### config.mk
export PLATFORM = sky130hd
export DESIGN_NAME = wb_bram_wait_ctrl
export DESIGN_NICKNAME = d
export VERILOG_FILES = /design/src/rtl/wb_bram_wait_ctrl.sv
export SDC_FILE = /design/constraint.sdc
export NUM_CORES = 1
export LEC_CHECK = 0
export CAP_MARGIN = 10
export CORE_ASPECT_RATIO = 0.7
export CORE_MARGIN = 5
export CORE_UTILIZATION = 36
export DETAILED_ROUTE_END_ITERATION = 6
export GPL_ROUTABILITY_DRIVEN = 0
export PLACE_DENSITY = 0.88
export REMOVE_ABC_BUFFERS = 1
export SLEW_MARGIN = 20
export SYNTH_ARGS = -nofsm -noshare
export SYNTH_HDL_FRONTEND = slang
export SYNTH_SLANG_ARGS = --single-unit
### constraint.sdc
create_clock -name wb_clk_i -period 2.1 [get_ports wb_clk_i]
set_input_delay 0.42 -clock wb_clk_i [delete_from_list [all_inputs] [get_ports wb_clk_i]]
set_output_delay 0.42 -clock wb_clk_i [all_outputs]
set_load 0.05 [all_outputs]
### src/rtl/wb_bram_wait_ctrl.sv
// Wishbone classic slave in front of a single-port BRAM. It adds separate read and
// write wait states before ack, range-checks the word index, and signals out-of-range hits on irq_oor.
module wb_bram_wait_ctrl #(
  parameter logic [7:0] BASE_HI = 8'h38,
  parameter int         DEPTH   = 1024,
  parameter int         AW      = $clog2(DEPTH),
  parameter int         RD_DLY  = 10,
  parameter int         WR_DLY  = 10
) (
  input  logic          wb_clk_i,
  input  logic          wb_rst_i,
  input  logic          wbs_cyc_i,
  input  logic          wbs_stb_i,
  input  logic          wbs_we_i,
  input  logic [3:0]    wbs_sel_i,
  input  logic [31:0]   wbs_adr_i,
  input  logic [31:0]   wbs_dat_i,
  output logic          wbs_ack_o,
  output logic [31:0]   wbs_dat_o,
  output logic          bram_en,
  output logic [3:0]    bram_we,
  output logic [AW-1:0] bram_a,
  output logic [31:0]   bram_di,
  input  logic [31:0]   bram_do,
  output logic          irq_oor
);

  typedef enum logic [1:0] {
    S_IDLE = 2'd0,
    S_WAIT = 2'd1,
    S_ACK  = 2'd2
  } state_t;

  state_t        r_state;
  state_t        w_state_next;
  logic [7:0]    r_cnt;
  logic [7:0]    r_dly;
  logic          r_we;
  logic          r_err;
  logic [3:0]    r_sel;
  logic [AW-1:0] r_adr;
  logic [31:0]   r_dat;

  logic w_req;
  logic w_hit;
  logic w_oor;
  logic w_last;
  logic w_commit;
  logic w_unused;

  assign w_req    = wbs_cyc_i & wbs_stb_i;
  assign w_hit    = w_req & (wbs_adr_i[31:24] == BASE_HI);
  // Any set bit above the word index inside the 24-bit window is past DEPTH.
  assign w_oor    = w_hit & ((wbs_adr_i[23:0] >> (AW + 2)) != 24'd0);
  assign w_last   = (r_cnt == (r_dly - 8'd1));
  // Requiring the request to still be live here is what makes an abort in the commit cycle safe.
  assign w_commit = (r_state == S_WAIT) & w_last & w_req;
  assign w_unused = ^wbs_adr_i[1:0];

  always_ff @(posedge wb_clk_i or negedge wb_rst_i) begin
    if (!wb_rst_i) begin
      r_state <= S_IDLE;
    end else begin
      r_state <= w_state_next;
    end
  end

  always_comb begin
    w_state_next = r_state;
    case (r_state)
      S_IDLE: begin
        if (w_hit && !w_oor) begin
          w_state_next = S_WAIT;
        end else if (w_hit) begin
          w_state_next = S_ACK;
        end
      end
      S_WAIT: begin
        if (!w_req) begin
          w_state_next = S_IDLE;
        end else if (w_last) begin
          w_state_next = S_ACK;
        end
      end
      S_ACK:   w_state_next = S_IDLE;
      default: w_state_next = S_IDLE;
    endcase
  end

  always_comb begin
    wbs_ack_o = 1'b0;
    wbs_dat_o = 32'd0;
    bram_en   = 1'b0;
    bram_we   = 4'd0;
    irq_oor   = 1'b0;
    bram_a    = r_adr;
    bram_di   = r_dat;
    if (r_state == S_ACK) begin
      wbs_ack_o = 1'b1;
      irq_oor   = r_err;
      if (!r_we && !r_err) begin
        wbs_dat_o = bram_do;
      end
    end
    if (w_commit) begin
      bram_en = 1'b1;
      bram_we = r_we ? r_sel : 4'd0;
    end
  end

  always_ff @(posedge wb_clk_i or negedge wb_rst_i) begin
    if (!wb_rst_i) begin
      r_cnt <= 8'd0;
      r_dly <= 8'd0;
      r_we  <= 1'b0;
      r_err <= 1'b0;
      r_sel <= 4'd0;
      r_adr <= '0;
      r_dat <= 32'd0;
    end else if (r_state == S_IDLE && w_hit) begin
      r_cnt <= 8'd0;
      r_dly <= wbs_we_i ? 8'(WR_DLY) : 8'(RD_DLY);
      r_we  <= wbs_we_i;
      r_err <= w_oor;
      r_sel <= wbs_sel_i;
      r_adr <= wbs_adr_i[AW+1:2];
      r_dat <= wbs_dat_i;
    end else if (r_state == S_WAIT) begin
      r_cnt <= r_cnt + 8'd1;
    end
  end

endmodule
### After elaboration in Yosys (flattened, before gate mapping)

Cells that the tools add are included.

* flip-flop bits (word level): 59
* input bits: 105
* output and inout port bits: 81
* word-level logic and storage cells: 45

* add/sub/neg operators: 2
* eq/ne operators: 6
* multiplexer cells: 14
* bitwise logic cells: 5
* reductions and logical operators: 10

Operators with widths (number)
* two-way mux 32 bit: 2
* nonzero test 24 bit: 1
* two-way mux 8 bit: 2
* adder 8 x 1 -> 8 bit, second input constant: 1
* equality test 8 x 6 -> 1 bit, second input constant: 1
* equality test 8 bit: 1
* two-way mux 2 bit: 4
* two-way mux 4 bit: 2
* != test 3 bit, second input constant: 2
* bitwise AND 1 bit: 5
* subtractor 4 x 1 -> 5 bit, second input constant: 1
* one-hot mux 2 bit (2 select lines): 1
* logical AND 1 bit: 3
* zero test 1 bit: 3
* two-way mux 1 bit: 3
* equality test 2 x 1 -> 1 bit, second input constant: 1
* equality test 2 bit, second input constant: 1
* zero test 2 bit: 1
* AND reduction 2 bit: 1
* nonzero test 2 bit: 1

### Longest topological paths before layout

Gate-level depths: netlist of run 1.

* word-level depth: 7
* gate-level depth with buffers: 6
* gate-level depth less buffers: 5

### Least setup slack after synthesis of run 1

OpenSTA, ideal clock, no wires.

* kind: register to output
* start point: register r_state[0]
* end point: output wbs_dat_o[10]
* arrival time: 2.184 ns
* required time: 1.680 ns
* setup slack: -0.504 ns
* stages on the path, launching flop included: 5
* path buffers: 1
* cell sequence: dfrtp_1 nor2b_1 nor3b_2 clkbuf_1 and2_1

* longest elaborated chain between the ends: 2

RTL lines
* from (decl): line 34 `state_t r_state;`
* from (signal assigned): line 64 `r_state <= w_state_next;`
* equality test 2 bit: line 98 `if (r_state == S_ACK) begin`
* two-way mux 32 bit: line 98
* to (decl): line 19 `output logic [31:0] wbs_dat_o,`

No other way between the ends.

### Worst setup path in the final report of run 1

* start point: register r_cnt[6]
* end point: output bram_we[3]

* longest elaborated chain between the ends: 4

RTL lines
* from (decl): line 36 `logic [7:0] r_cnt;`
* from (signal assigned): line 129 `r_cnt <= r_cnt + 8'd1;`
* equality test 8 bit: line 55 `assign w_last = (r_cnt == (r_dly - 8'd1));`
* bitwise AND 1 bit (2 in a row): line 57 `assign w_commit = (r_state == S_WAIT) & w_last & w_req;`
* two-way mux 4 bit: line 105 `if (w_commit) begin`
* to (decl): line 21 `output logic [3:0] bram_we,`

No other way between the ends.

==> flow_summary.ini, run 1 <==
[run_status]
outcome = finished, violations left
failed_checks = negative setup slack

[place]
port_buffers = 183
placed_area_sq_mm = 0.00510
hpwlAfterDp_um = 8270
dp_cells = 591

[layout]
final_common_cell = nand2_1
final_cell_mix = nand2_1, clkdlybuf4s50_1, dfrtp_1
fin_cells = 619
antenna_cells = 0
fin_util_pct = 75.8
nets = 622
layout-drive-gt1-share_pct = 24.6
area_growth_pct = 103
final_area_sq_mm = 0.00557

[yosys]
synthFlopType = dfrtp_1
netlist.area_leader.share_pct = 53.9
synth_area_per_cell_sq_um = 8.68
synth_top_area_cell = dfrtp_1
syn-cell-area_sq_mm = 0.00274
yosysSeqAreaShare_pct = 53.9
yosys_warnings = 0
synth-edff-count = 0
yosys_register_bits = 59
async_flop_share_pct = 100
ys_top_cells_by_area = dfrtp_1, nand2_1, and2_1, buf_4, and4b_1
postSynthCellCount = 316
netlist-cell-type-count = 37

[floorplanning]
pin_count = 186
die_y_um = 83.0
dieWidth_um = 114
fp.coreArea_sq_mm = 0.00735
dieArea_sq_mm = 0.00949
initial_utilization_pct = 37.3
rows = 26

[detailed_routing]
first_pass_iters = 5
vias = 3090
drtAntennaViolNets = 0
via_per_inst = 4.99
drt_wl_total_um = 12200
drt_iter0_markers = 151
wire_per_inst_um = 19.8
drc = 0

[grt]
antenna_found_initial = 0
grt_pass1_vias = 3245
grt.overflow.total = 0
track_usage_pct = 25.1
grt_start_max_net_pins = 35
grt_pass1_wl_um = 18500

[setup_path]
crit_type = register to output port
endpoint = bram_we[3]
timing.rr.end = r_sel[2]$_DFFE_PN0P_
worstSetupStartpointType = register
worst-r2r-setup-slack_ns = 0.24
endpoint_kind = output port
required_ns = 1.68
reg2reg_from = r_state[0]$_DFFE_PN0P_
startpoint = r_cnt[6]$_DFFE_PN0P_
critPathMaxFanout = 4
r2r_cells = 6
cp_data_arrival_time_ns = 1.97

[timing]
relSlewSlack_pct = 58.0
fin_skew_ns = 0.00779
finalHoldViolCount = 0
rsz0062_at_grt = true
tightest_slew_ns = 0.631
min_period_ns = 2.39
setup_violations = 37
setup_ws_ns = -0.287
fin_crit_sh_pct = 114
slew_viol_final = 0
fmaxAchievable_ghz = 0.419

[power_and_ir_drop]
intPower_mw = 2.05
power_frac_comb_pct = 15.9
p_switching_mw = 0.669
p_clk_share_pct = 40.2
powerDensity_mw_per_mm2 = 488
power_switching_share_pct = 24.6
seqPwrFrac_pct = 43.9
ir_drop_mv = 0.548
power.leakage_nw = 2.61

[worst_hold_path]
hold_path.class = input pin to asynchronous set/reset pin

[clock_tree]
cts_tree = built
clk_path_buf_depth = 2
path_clk_slew_ns = 0.07
cts_max_level = 3
cts_root_buffer = clkbuf_8
cts.sinks = 59
clkLatencyLatePin_ns = 0.33
cts_buffers = 9
cts_hold_buffers = 0

[run]
max_cap_viol_count = 0
[power groups by stage]
stage | sequential, mW | clock [mW] | combinational (mW)
floorplan | 1.29 | 0 | 0.0518
global placement | 1.21 | 0 | 0.401
finish | 1.20 | 1.09 | 0.433
CTS | 1.19 | 1.13 | 0.421
global route | 1.20 | 1.18 | 0.458
detailed placement | 1.21 | 0 | 0.413
[timing repair]
| item | 4_1_cts | 5_1_grt |
|---|---|---|
| gates cloned | 3 | 0 |
| gates resized for setup | 50 | 12 |
| endpoints found under the setup margin | 37 | 37 |
| setup buffers | 6 | 6 |
| pin swaps | 32 | 7 |
| hold endpoints to repair | 0 | 0 |
[cells by family (layout without fill, tap and decap cells)]
logic type,count (synthesis),in the layout,share of synthesized area [%]
simple gates,220,220,37.7
flops,59,59,53.9
buf+inv,19,224,3.65
compound gates,12,12,2.74
xor+xnor,4,4,1.28
fa+ha+maj,1,1,0.456
mux,1,1,0.365
[synthesized netlist by cell type, types with 2 or more instances]
cell,count
nand2_1,147
dfrtp_1,59
and2_1,37
clkbuf_1,8
buf_4,7
nor2_1,6
nand3_1,5
o21ai_0,5
nor4_1,4
and4b_1,3
buf_2,2
inv_1,2
nand2b_1,2
nand4_1,2
nor2b_1,2
o211ai_1,2
xnor2_1,2
xor2_1,2
[how the worst min path moves through the flow]
stage                         from                      to
final                     wb_rst_i       r_err$_DFFE_PN0P_
after CTS                 wb_rst_i    r_cnt[5]$_DFFE_PN0P_
after detailed placement  wb_rst_i  bram_di[4]$_DFFE_PN0P_
after floorplan           wb_rst_i   bram_a[0]$_DFFE_PN0P_
after global routing      wb_rst_i       r_err$_DFFE_PN0P_
after global placement    wb_rst_i  bram_di[4]$_DFFE_PN0P_
[critical path: stages (launching register included)]
cell	delay (ns)
dfrtp_2	0.43
nor4b_4	0.33
mux2i_2	0.15
nor4b_2	0.24
buf_4	0.19
and2_4	0.16
buf_12	0.13
[sequential cells by signal (all words and copies together), names as in the netlist]
name     cells
r_state      2
r_dly        1
bram_a      10
r_we         1
r_cnt        8
bram_di     32
r_err        1
r_sel        4
[final cells by class]
type | instances | area [sq um]
clock buffer | 12 | 165
clock inverter | 4 | 47.5
fill | 437 | 1780
timing repair buffer | 206 | 2440
sequential | 59 | 1480
multi-input combinational | 238 | 1300
tap | 98 | 123
inverter | 2 | 7.51
[layer usage]
| metal | GRT usage (%) | wire (um) | vias up |
|---|---|---|---|
| met1 | 29.1 | 4730 | 1484 |
| met5 | 0 | 0 | - |
| met4 | 6.36 | 337 | 0 |
| met2 | 42.0 | 5930 | 179 |
| met3 | 11.8 | 1250 | 26 |
| li1 | - | - | 1401 |
[per-stage QoR]
| step | TNS, ns | hold slack (ns) | worst slack (ns) | power [mW] |
|---|---|---|---|---|
| detailed placement | -0.527 | 0.461 | -0.163 | 1.63 |
| finish | -6.48 | 0.106 | -0.287 | 2.72 |
| global placement | -0.326 | 0.453 | -0.0837 | 1.61 |
| floorplan | -34.08 | 0.124 | -0.805 | 1.34 |
| CTS | -3.10 | 0.100 | -0.269 | 2.74 |
| global route | -10.07 | 0.125 | -0.378 | 2.84 |
Power figures use the tool's default switching activity.
==> inputs of run 2 (changes only) <==
--- a/config.mk
+++ b/config.mk
@@ -7,7 +7,7 @@
 export LEC_CHECK = 0
 export CAP_MARGIN = 10
 export CORE_ASPECT_RATIO = 0.7
-export CORE_MARGIN = 5
+export CORE_MARGIN = 2
 export CORE_UTILIZATION = 36
 export DETAILED_ROUTE_END_ITERATION = 6
 export GPL_ROUTABILITY_DRIVEN = 0
==> run 2 against run 1 <==
The run still ends with negative setup slack left. Clock power fell by 14%. Fmax fell by 1.9%. Non-clock buffer count did not move. Routed wire length fell by 4.1%. Cell area fell by 0.65%. Worst hold slack got worse by 0.021 ns. Clock-buffer cell count rose by 1. Largest power group unchanged.
==> flow_summary.ini, run 2 (synthesis results as in run 1) <==
[timing]
fin_skew_ns = 0.00593
setup_violations = 37
relSlewSlack_pct = 61.8
fmaxAchievable_ghz = 0.411
setup_ws_ns = -0.332
slew_viol_final = 0
min_period_ns = 2.43
setup-tns-final_ns = -3.98
tightest_slew_ns = 0.572
fin_crit_sh_pct = 116
finalHoldViolCount = 0
rsz0062_at_grt = true

[layout]
antenna_cells = 0
nets = 622
final_area_sq_mm = 0.00553
final_common_cell = nand2_1
layout-drive-gt1-share_pct = 24.4
largest_reg_flops = 32
final_cell_mix = nand2_1, clkdlybuf4s50_1, dfrtp_1
area_growth_pct = 102

[setup_path]
timing.critical_path.slowest_stage_cell = dfrtp_1
slowest_delay_ns = 0.40
path_cells = nor4b_2 > mux2i_1 > nor4b_2 > buf_4 > and2_4 > buf_12
critPathBufInv = 2
required_ns = 1.68
path_common_cell = nor4b_2
crit_type = register to output port
endpoint_kind = output port
worstSetupStartpointType = register
critPathMaxFanout = 4
cp_top_family = simple AND/OR/NAND/NOR gates
cp_data_arrival_time_ns = 2.01

[clock_tree]
cts_root_buffer = clkbuf_8
cts.sinks = 59
clk_path_buf_depth = 2
cts_hold_buffers = 0
cts_buffers = 9
path_clk_slew_ns = 0.06
cts_tree = built
cts_max_level = 3
clkLatencyLatePin_ns = 0.32

[detailed_routing]
first_pass_iters = 4
wire_per_inst_um = 19.0
drc = 0
drtAntennaViolNets = 0
drt_wl_total_um = 11700
vias = 3120
drt_iter0_markers = 128
via_per_inst = 5.05

[place]
hpwlAfterDp_um = 7570
placed_area_sq_mm = 0.00509
port_buffers = 183

[power_and_ir_drop]
powerDensity_mw_per_mm2 = 463
ir_drop_mv = 0.445
power.leakage_nw = 2.59

[grt]
grt_pass1_wl_um = 17900
antenna_found_initial = 0
grt.overflow.total = 0
track_usage_pct = 28.7
grt_start_max_net_pins = 60
grt_pass1_vias = 3225

[run_status]
outcome = finished, violations left
failed_checks = negative setup slack

[floorplanning]
rows = 26
die_y_um = 77.0
dieArea_sq_mm = 0.00834
initial_utilization_pct = 37.3
fp.coreArea_sq_mm = 0.00735
pin_count = 186
dieWidth_um = 108

[run]
max_cap_viol_count = 0

[worst_hold_path]
hold_path.class = input pin to asynchronous set/reset pin
==> run 2: cell types whose count changed in the layout (fill, tap and decap cells not counted), sizes merged <==
cell	before	now
bufinv	1	0
clkbuf	12	13
clkinvlp	1	0
==> run 2: layout make-up <==
type	count	area [sq um]
repair buffers	206	2450
fillers	465	1820
flip-flops and latches	59	1480
multi-input cells	238	1290
clock buffers	13	169
well taps	98	123
clock inverters	2	10.0
inverters	2	7.51
==> run 2: layer usage <==
layer	vias up	GRT usage [%]	share of wire [%]	wire length, um
met5	-	0	0	0
met4	0	16.4	6.2	725
met3	52	12.1	10	1190
met2	197	47.5	49	5720
met1	1473	30.7	35	4110
li1	1398	-	-	-
==> run 2: worst paths after layout <==
path / cells after the start / to / slack (ns) / from
max in group asynchronous: 2 / r_cnt[1]$_DFFE_PN0P_ / 1.73 / wb_rst_i
setup / recovery: 6 / bram_we[0] / -0.33 / r_cnt[4]$_DFFE_PN0P_
min in group wb_clk_i: 2 / bram_di[2]$_DFFE_PN0P_ / 0.47 / bram_di[2]$_DFFE_PN0P_
hold / removal: 2 / bram_a[8]$_DFFE_PN0P_ / 0.09 / wb_rst_i
hold reg to reg: 2 / bram_di[2]$_DFFE_PN0P_ / 0.47 / bram_di[2]$_DFFE_PN0P_
setup reg to reg: 5 / r_cnt[0]$_DFFE_PN0P_ / 0.41 / r_state[0]$_DFFE_PN0P_
==> run 2: through the flow <==
stage	total power, mW	utilization [%]	instances	worst slack (ns)	hold WS (ns)
final	2.56	75.3	618	-0.332	0.0855
after global routing	2.68	75.3	618	-0.403	0.0892
after CTS	2.57	76.3	620	-0.238	0.0937
after detailed placement	1.62	69.2	590	-0.123	0.454
after global placement	1.61	69.2	590	-0.0950	0.448
after floorplan	1.34	-	299	-0.805	0.124
==> run 2: repair_timing <==
item,CTS,global route
cloned,3,0
buffers inserted,12,2
setup endpoints to repair,37,37
resized for setup,53,4
pin swaps,33,2
==> run 2: power breakdown <==
group	switching (mW)	total, mW	internal [mW]
clock	0.420	0.935	0.515
combinational	0.189	0.430	0.240
sequential	0.0263	1.20	1.17
total	0.636	2.56	1.93
==> inputs of run 3 (changes only) <==
--- a/config.mk
+++ b/config.mk
@@ -5,6 +5,7 @@
 export SDC_FILE = /design/constraint.sdc
 export NUM_CORES = 1
 export LEC_CHECK = 0
+export ABC_CLOCK_PERIOD_IN_PS = 2100
 export CAP_MARGIN = 10
 export CORE_ASPECT_RATIO = 0.7
 export CORE_MARGIN = 2
==> results of run 3 <==
Final layout, timing and power as in run 2 (identical DEF).
